**src/rtl/fifo_wr_arb_pkg.sv**
```systemverilog
// Shared types and helpers for the FIFO write-port arbiter.
// Optional burst-length cap is enabled by defining FIFO_WR_ARB_BURST_LIMIT_EN.
package fifo_wr_arb_pkg;

  typedef enum logic [0:0] {
    ST_IDLE  = 1'b0,
    ST_BURST = 1'b1
  } state_e;

  // last_ptr resets to the highest index so requester 0 is searched first.
  function automatic int last_ptr_rst(input int nreq);
    return nreq - 1;
  endfunction

  function automatic int cnt_width(input int max_burst);
    return $clog2(max_burst);
  endfunction

endpackage

```
**src/rtl/fifo_wr_arb_rr_pick.sv**
```systemverilog
// Combinational round-robin picker: one-hot pick of the first valid requester
// strictly after i_last_ptr, wrapping cyclically.
module fifo_wr_arb_rr_pick #(
  parameter int NREQ = 4,
  parameter int PW   = 2
) (
  input  logic [NREQ-1:0] i_valid,
  input  logic [PW-1:0]   i_last_ptr,
  output logic [NREQ-1:0] o_pick,
  output logic            o_any
);

  localparam logic [NREQ-1:0] ONE = NREQ'(1);

  int              w_idx;
  logic [NREQ-1:0] w_rot;

  always_comb begin
    o_pick = '0;
    w_idx  = 0;
    w_rot  = '0;
    // Scan farthest-to-nearest so the nearest valid requester overwrites the rest.
    for (int k = NREQ; k >= 1; k--) begin
      w_idx = int'(i_last_ptr) + k;
      if (w_idx >= NREQ) w_idx = w_idx - NREQ;
      w_rot = i_valid >> w_idx;
      if (w_rot[0]) o_pick = ONE << w_idx;
    end
  end

  assign o_any = |i_valid;

endmodule

```
**src/rtl/fifo_wr_arbiter.sv**
```systemverilog
// Round-robin arbiter sharing the FIFO write port among NREQ burst producers.
// Define FIFO_WR_ARB_BURST_LIMIT_EN to also end a burst after MAX_BURST words.
module fifo_wr_arbiter
  import fifo_wr_arb_pkg::*;
#(
  parameter int NREQ      = 4,
  parameter int DSIZE     = 8,
  parameter int MAX_BURST = 8
) (
  input  logic                  wclk,
  input  logic                  wrst_n,
  input  logic [NREQ-1:0]       req_valid,
  input  logic [NREQ-1:0]       req_last,
  input  logic [NREQ*DSIZE-1:0] req_data,
  output logic [NREQ-1:0]       req_ready,
  input  logic                  wfull,
  output logic                  winc,
  output logic [DSIZE-1:0]      wdata,
  output logic [NREQ-1:0]       grant,
  output logic                  busy,
  output state_e                dbg_state
);

  // Handshake: a word moves from requester i when req_valid[i] && req_ready[i];
  // only the owner sees ready, and ready drops combinationally with wfull.

  localparam int            PW           = $clog2(NREQ);
  localparam logic [PW-1:0] LAST_PTR_RST = PW'(last_ptr_rst(NREQ));

  if (NREQ < 2 || NREQ > 8 || MAX_BURST < 2 || (MAX_BURST & (MAX_BURST - 1)) != 0) begin : g_bad_cfg
    $error("fifo_wr_arbiter: unsupported NREQ or MAX_BURST");
  end

  state_e          r_state;
  logic [NREQ-1:0] r_grant;
  logic [PW-1:0]   r_last_ptr;

  logic [NREQ-1:0] w_pick;
  logic            w_any;
  logic [PW-1:0]   w_owner_idx;
  logic            w_xfer;
  logic            w_own_last;
  logic            w_limit;
  logic            w_end;

  fifo_wr_arb_rr_pick #(
    .NREQ (NREQ),
    .PW   (PW)
  ) u_pick (
    .i_valid    (req_valid),
    .i_last_ptr (r_last_ptr),
    .o_pick     (w_pick),
    .o_any      (w_any)
  );

  assign busy       = (r_state == ST_BURST);
  assign w_xfer     = busy && (|(req_valid & r_grant)) && !wfull;
  assign w_own_last = |(req_last & r_grant);
  assign w_end      = w_xfer && (w_own_last || w_limit);

  assign winc      = w_xfer;
  assign grant     = r_grant;
  assign req_ready = r_grant & {NREQ{~wfull}};
  assign dbg_state = r_state;

  always_comb begin
    w_owner_idx = '0;
    wdata       = '0;
    for (int i = 0; i < NREQ; i++) begin
      if (r_grant[i]) begin
        w_owner_idx = PW'(i);
        wdata       = req_data[i*DSIZE +: DSIZE];
      end
    end
  end

  always_ff @(posedge wclk or negedge wrst_n) begin
    if (!wrst_n) begin
      r_state    <= ST_IDLE;
      r_grant    <= '0;
      r_last_ptr <= LAST_PTR_RST;
    end else begin
      case (r_state)
        ST_IDLE: begin
          if (w_any) begin
            r_state <= ST_BURST;
            r_grant <= w_pick;
          end
        end
        ST_BURST: begin
          if (w_end) begin
            r_state    <= ST_IDLE;
            r_grant    <= '0;
            r_last_ptr <= w_owner_idx;
          end
        end
        default: begin
          r_state <= ST_IDLE;
          r_grant <= '0;
        end
      endcase
    end
  end

`ifdef FIFO_WR_ARB_BURST_LIMIT_EN
  localparam int CW = cnt_width(MAX_BURST);

  logic [CW-1:0] r_cnt;

  // Counts words already moved in this burst; the MAX_BURST-th word closes it.
  always_ff @(posedge wclk or negedge wrst_n) begin
    if (!wrst_n) begin
      r_cnt <= '0;
    end else if (r_state == ST_IDLE && w_any) begin
      r_cnt <= '0;
    end else if (w_xfer) begin
      r_cnt <= r_cnt + CW'(1);
    end
  end

  assign w_limit = (r_cnt == CW'(MAX_BURST - 1));
`else
  assign w_limit = 1'b0;
`endif

endmodule

```
**config.mk**
```make
export PLATFORM = sky130hd
export DESIGN_NAME = fifo_wr_arbiter
export DESIGN_NICKNAME = d
export VERILOG_FILES = /design/src/rtl/fifo_wr_arb_pkg.sv /design/src/rtl/fifo_wr_arb_rr_pick.sv /design/src/rtl/fifo_wr_arbiter.sv
export SDC_FILE = /design/constraint.sdc
export NUM_CORES = 1
export LEC_CHECK = 0
export ABC_AREA = 1
export CAP_MARGIN = 20
export CORE_AREA = 2 2 46 79
export CTS_CLUSTER_DIAMETER = 60
export DETAILED_ROUTE_END_ITERATION = 10
export DIE_AREA = 0 0 48 81
export PLACE_DENSITY = 0.87
export REMOVE_ABC_BUFFERS = 1
export SYNTH_ARGS = -nofsm -noshare
export SYNTH_HDL_FRONTEND = slang
export SYNTH_SLANG_ARGS = --single-unit
```
**constraint.sdc**
```tcl
create_clock -name wclk -period 1.6 [get_ports wclk]
set_input_delay 0.24 -clock wclk [delete_from_list [all_inputs] [get_ports wclk]]
set_output_delay 0.24 -clock wclk [all_outputs]
set_load 0.005 [all_outputs]
```
==> results.md <==
* Status: finished with violations
* Failing checks: setup timing
* Finished Core Util at 67.5%
* Top delay family on crit path: flip-flops
* R2r startpoint: r_last_ptr[0]
* CP Class: register to output pin
* Core Rows at 28
* Worst r2r dst: grant[2]
* Commonest non-fill, non-tap cells in the layout: 61 x nand2_1, 47 x clkdlybuf4s50_1, 21 x buf_4, 12 x buf_6
* Reg2Reg Depth at 9
* # port buffers at 61
* Period utilization at 109%
* Nets at 332
* DRT iter0 DRCs at 42
* Final setup violation count at 10
* Seq/Total Area, Yosys at 16.3%
* Top-Level Pins at 62
* Number of buffers and inverters on the critical path at 4
* Crit. End Element: output pin
* Mean Syn Cell Area at 5.82 um^2
* WP data arrival at 1.50 ns
* Final Hold Vio Count at 0
* Clock Latency Late Sink at 0.23 ns
* Layout cells sized above 1 at 36.1%
* DRT Wirelength at 4.85 mm
* Reg power frac at 9.0%
* Final instance area at 2250 um^2
* CTS H-Tree Depth at 1
* Synth Cell Area at 1090 um^2
* CP dominant cell by count: buf_6
* CTS tree: done
* R2r setup slk at -0.07 ns
* Initial antenna violation count at 0
* Yosys warning count at 0
* Clock transition at path regs at 0.04 ns
* First-pass DRT Iterations at 4
* Total gr overflow at 0
* Fmax at 576 MHz
* Critical-path cell list: clkinvlp_4 > buf_6 > buf_6 > nand3_2 > a21oi_2 > a21oi_1 > o21ai_1 > buf_2
* Critical path startpoint category: register
* Req. time, crit path at 1.36 ns
* Psw at 1.93 mW
* Slowest CP cell: dfrtp_2
* Post-DR vias/cell at 5.12
* Pwr per Cell Area at 1780 nW/um^2
* Largest net degree at the start of global routing at 21
* Routed WL per cell at 14.9 um
* Buffer levels on the longest clock path at 2
* Post-DP HPWL at 2.99 mm
* Synth Instances at 187
* DR vias at 1665
* Die height at 81 um
* Pre-CTS WS at -0.368 ns
* Final Max Slew Viols at 0
* ANT cells at 0
* Multi-input gate area at 997 um^2
* CP Max Fanout at 4
* Core area at 3330 um^2
* GP Congestion at 0.806
* Die Wd at 48 um
* Fin worst setup slack at -0.137 ns
* Die Area at 3890 um^2
* Post-placement cell count at 306
* Hold slack at 0.266 ns
* RSZ-0062 raised after global routing: true
* Total GRT Usage at 24.7%
* Initial Util at 32.7%
* Wire length of the first global-routing pass at 6.95 mm
* Post-Route Skew at 0.00101 ns
* Synth unique cells at 25
* CTS Root Cell: clkbuf_8
* Worst VDD drop at 0.00134 V
* Remaining DRCs at 0
* Worst-Margin Slew at 0.308 ns
* Sw Ratio at 48.4%
* Post-route ant nets at 0
* Leakage at 1.06 nW
* Max_cap viols at 0
* Seq cells post-synth at 7
* P_int at 2.06 mW
* Clock power share at 6.3%
* Number of global-route vias before repair at 1552
* Non-filler instance count after layout at 325
* Combinational Power Share at 84.7%
* Most common cell after layout, fill and taps aside: nand2_1
* Worst min path class: primary input to async pin
* Post-synth top area cell: nand2_1
* Number of CTS-inserted buffers at 3
* Fill cell count at 244
* Top-area cell type share of the netlist area at 23.1%
* Top post-synthesis cells by area: nand2_1 23%, dfrtp_1 11%, ha_1 9.2%
* Min Clock Period, post-route at 1.74 ns
* Post-DP Area at 1880 um^2
* Final total power at 3.99 mW
* Sequential cell area at 180 um^2
* Layout area overhead at 106%
* Clock sink count at 7
* Max_slew headroom at 79.4%
* Max incr delay on CP at 0.45 ns
* Setup TNS Final at -0.613 ns
## repair_timing
action	4_1_cts	5_1_grt
buffers inserted	14	0
pin swaps	15	15
setup endpoints to repair	21	19
resized for setup	77	38
gates cloned	2	0
hold buffers	0	0
endpoints found under the hold margin	0	0
## state kept, by name, summed over array words and instances, names as in the netlist
| signal | cells |
|---|---|
| busy | 1 |
| grant | 4 |
| r_last_ptr | 2 |
## worst max-delay path by stage
stage,startpoint,to,depth (start not counted)
after CTS,grant[1],wdata[7],8
after floorplan,r_last_ptr[0],grant[2],12
after global routing,grant[1],wdata[7],8
after global placement,req_valid[0],winc,7
after detailed placement,req_valid[0],winc,7
final,grant[1],wdata[7],8
## power groups by stage
stage	clock, mW	sequential [mW]	combinational [mW]
4_1_cts	0.249	0.346	3.07
5_1_grt	0.272	0.366	3.72
3_3_place_gp	0	0.353	2.45
2_1_floorplan	0	0.460	1.28
6_report	0.252	0.359	3.38
3_5_place_dp	0	0.356	2.52
## per-layer routing
metal  part of all wire [%]  up-vias  GRT usage (%)
li1                       -      798              -
met1                     33      772           23.0
met3                    6.9       17           6.00
met5                      0        -              0
met4                    3.3        0           6.76
met2                     57       78           48.3
## synth_stat cells
library cell and instances:
o22ai_1 2, buf_4 1, inv_2 3, buf_2 3, clkbuf_1 2, buf_1 1, nand3_1 20, nand2_1 67
inv_1 16, o21ai_4 2, nand4_2 1, nand2_4 1, o21a_1 1, dfrtp_1 5, dfstp_2 2, nor2_1 12
and2_4 1, a41oi_1 1, nand3_2 3, o21ai_0 10, nand2_2 2, nand4_1 5, or2_2 1, ha_1 8
a21oi_1 17
## area by class of cell
class | instances | share of cell area [%]
multi-input combinational | 154 | 44.4
sequential | 7 | 8.02
timing repair buffer | 95 | 39.1
clock buffer | 4 | 2.00
inverter | 19 | 3.62
tap | 45 | 2.51
timing repair inverter | 1 | 0.334
## logic make-up after synthesis
kind of cell | share of synthesized area, %
buffers and inverters | 9.66
AOI/OAI and AO/OA | 18.0
adders and majority gates | 9.20
and+or+nand+nor | 46.8
DFF | 16.3
(Power assumes the default switching activity.)
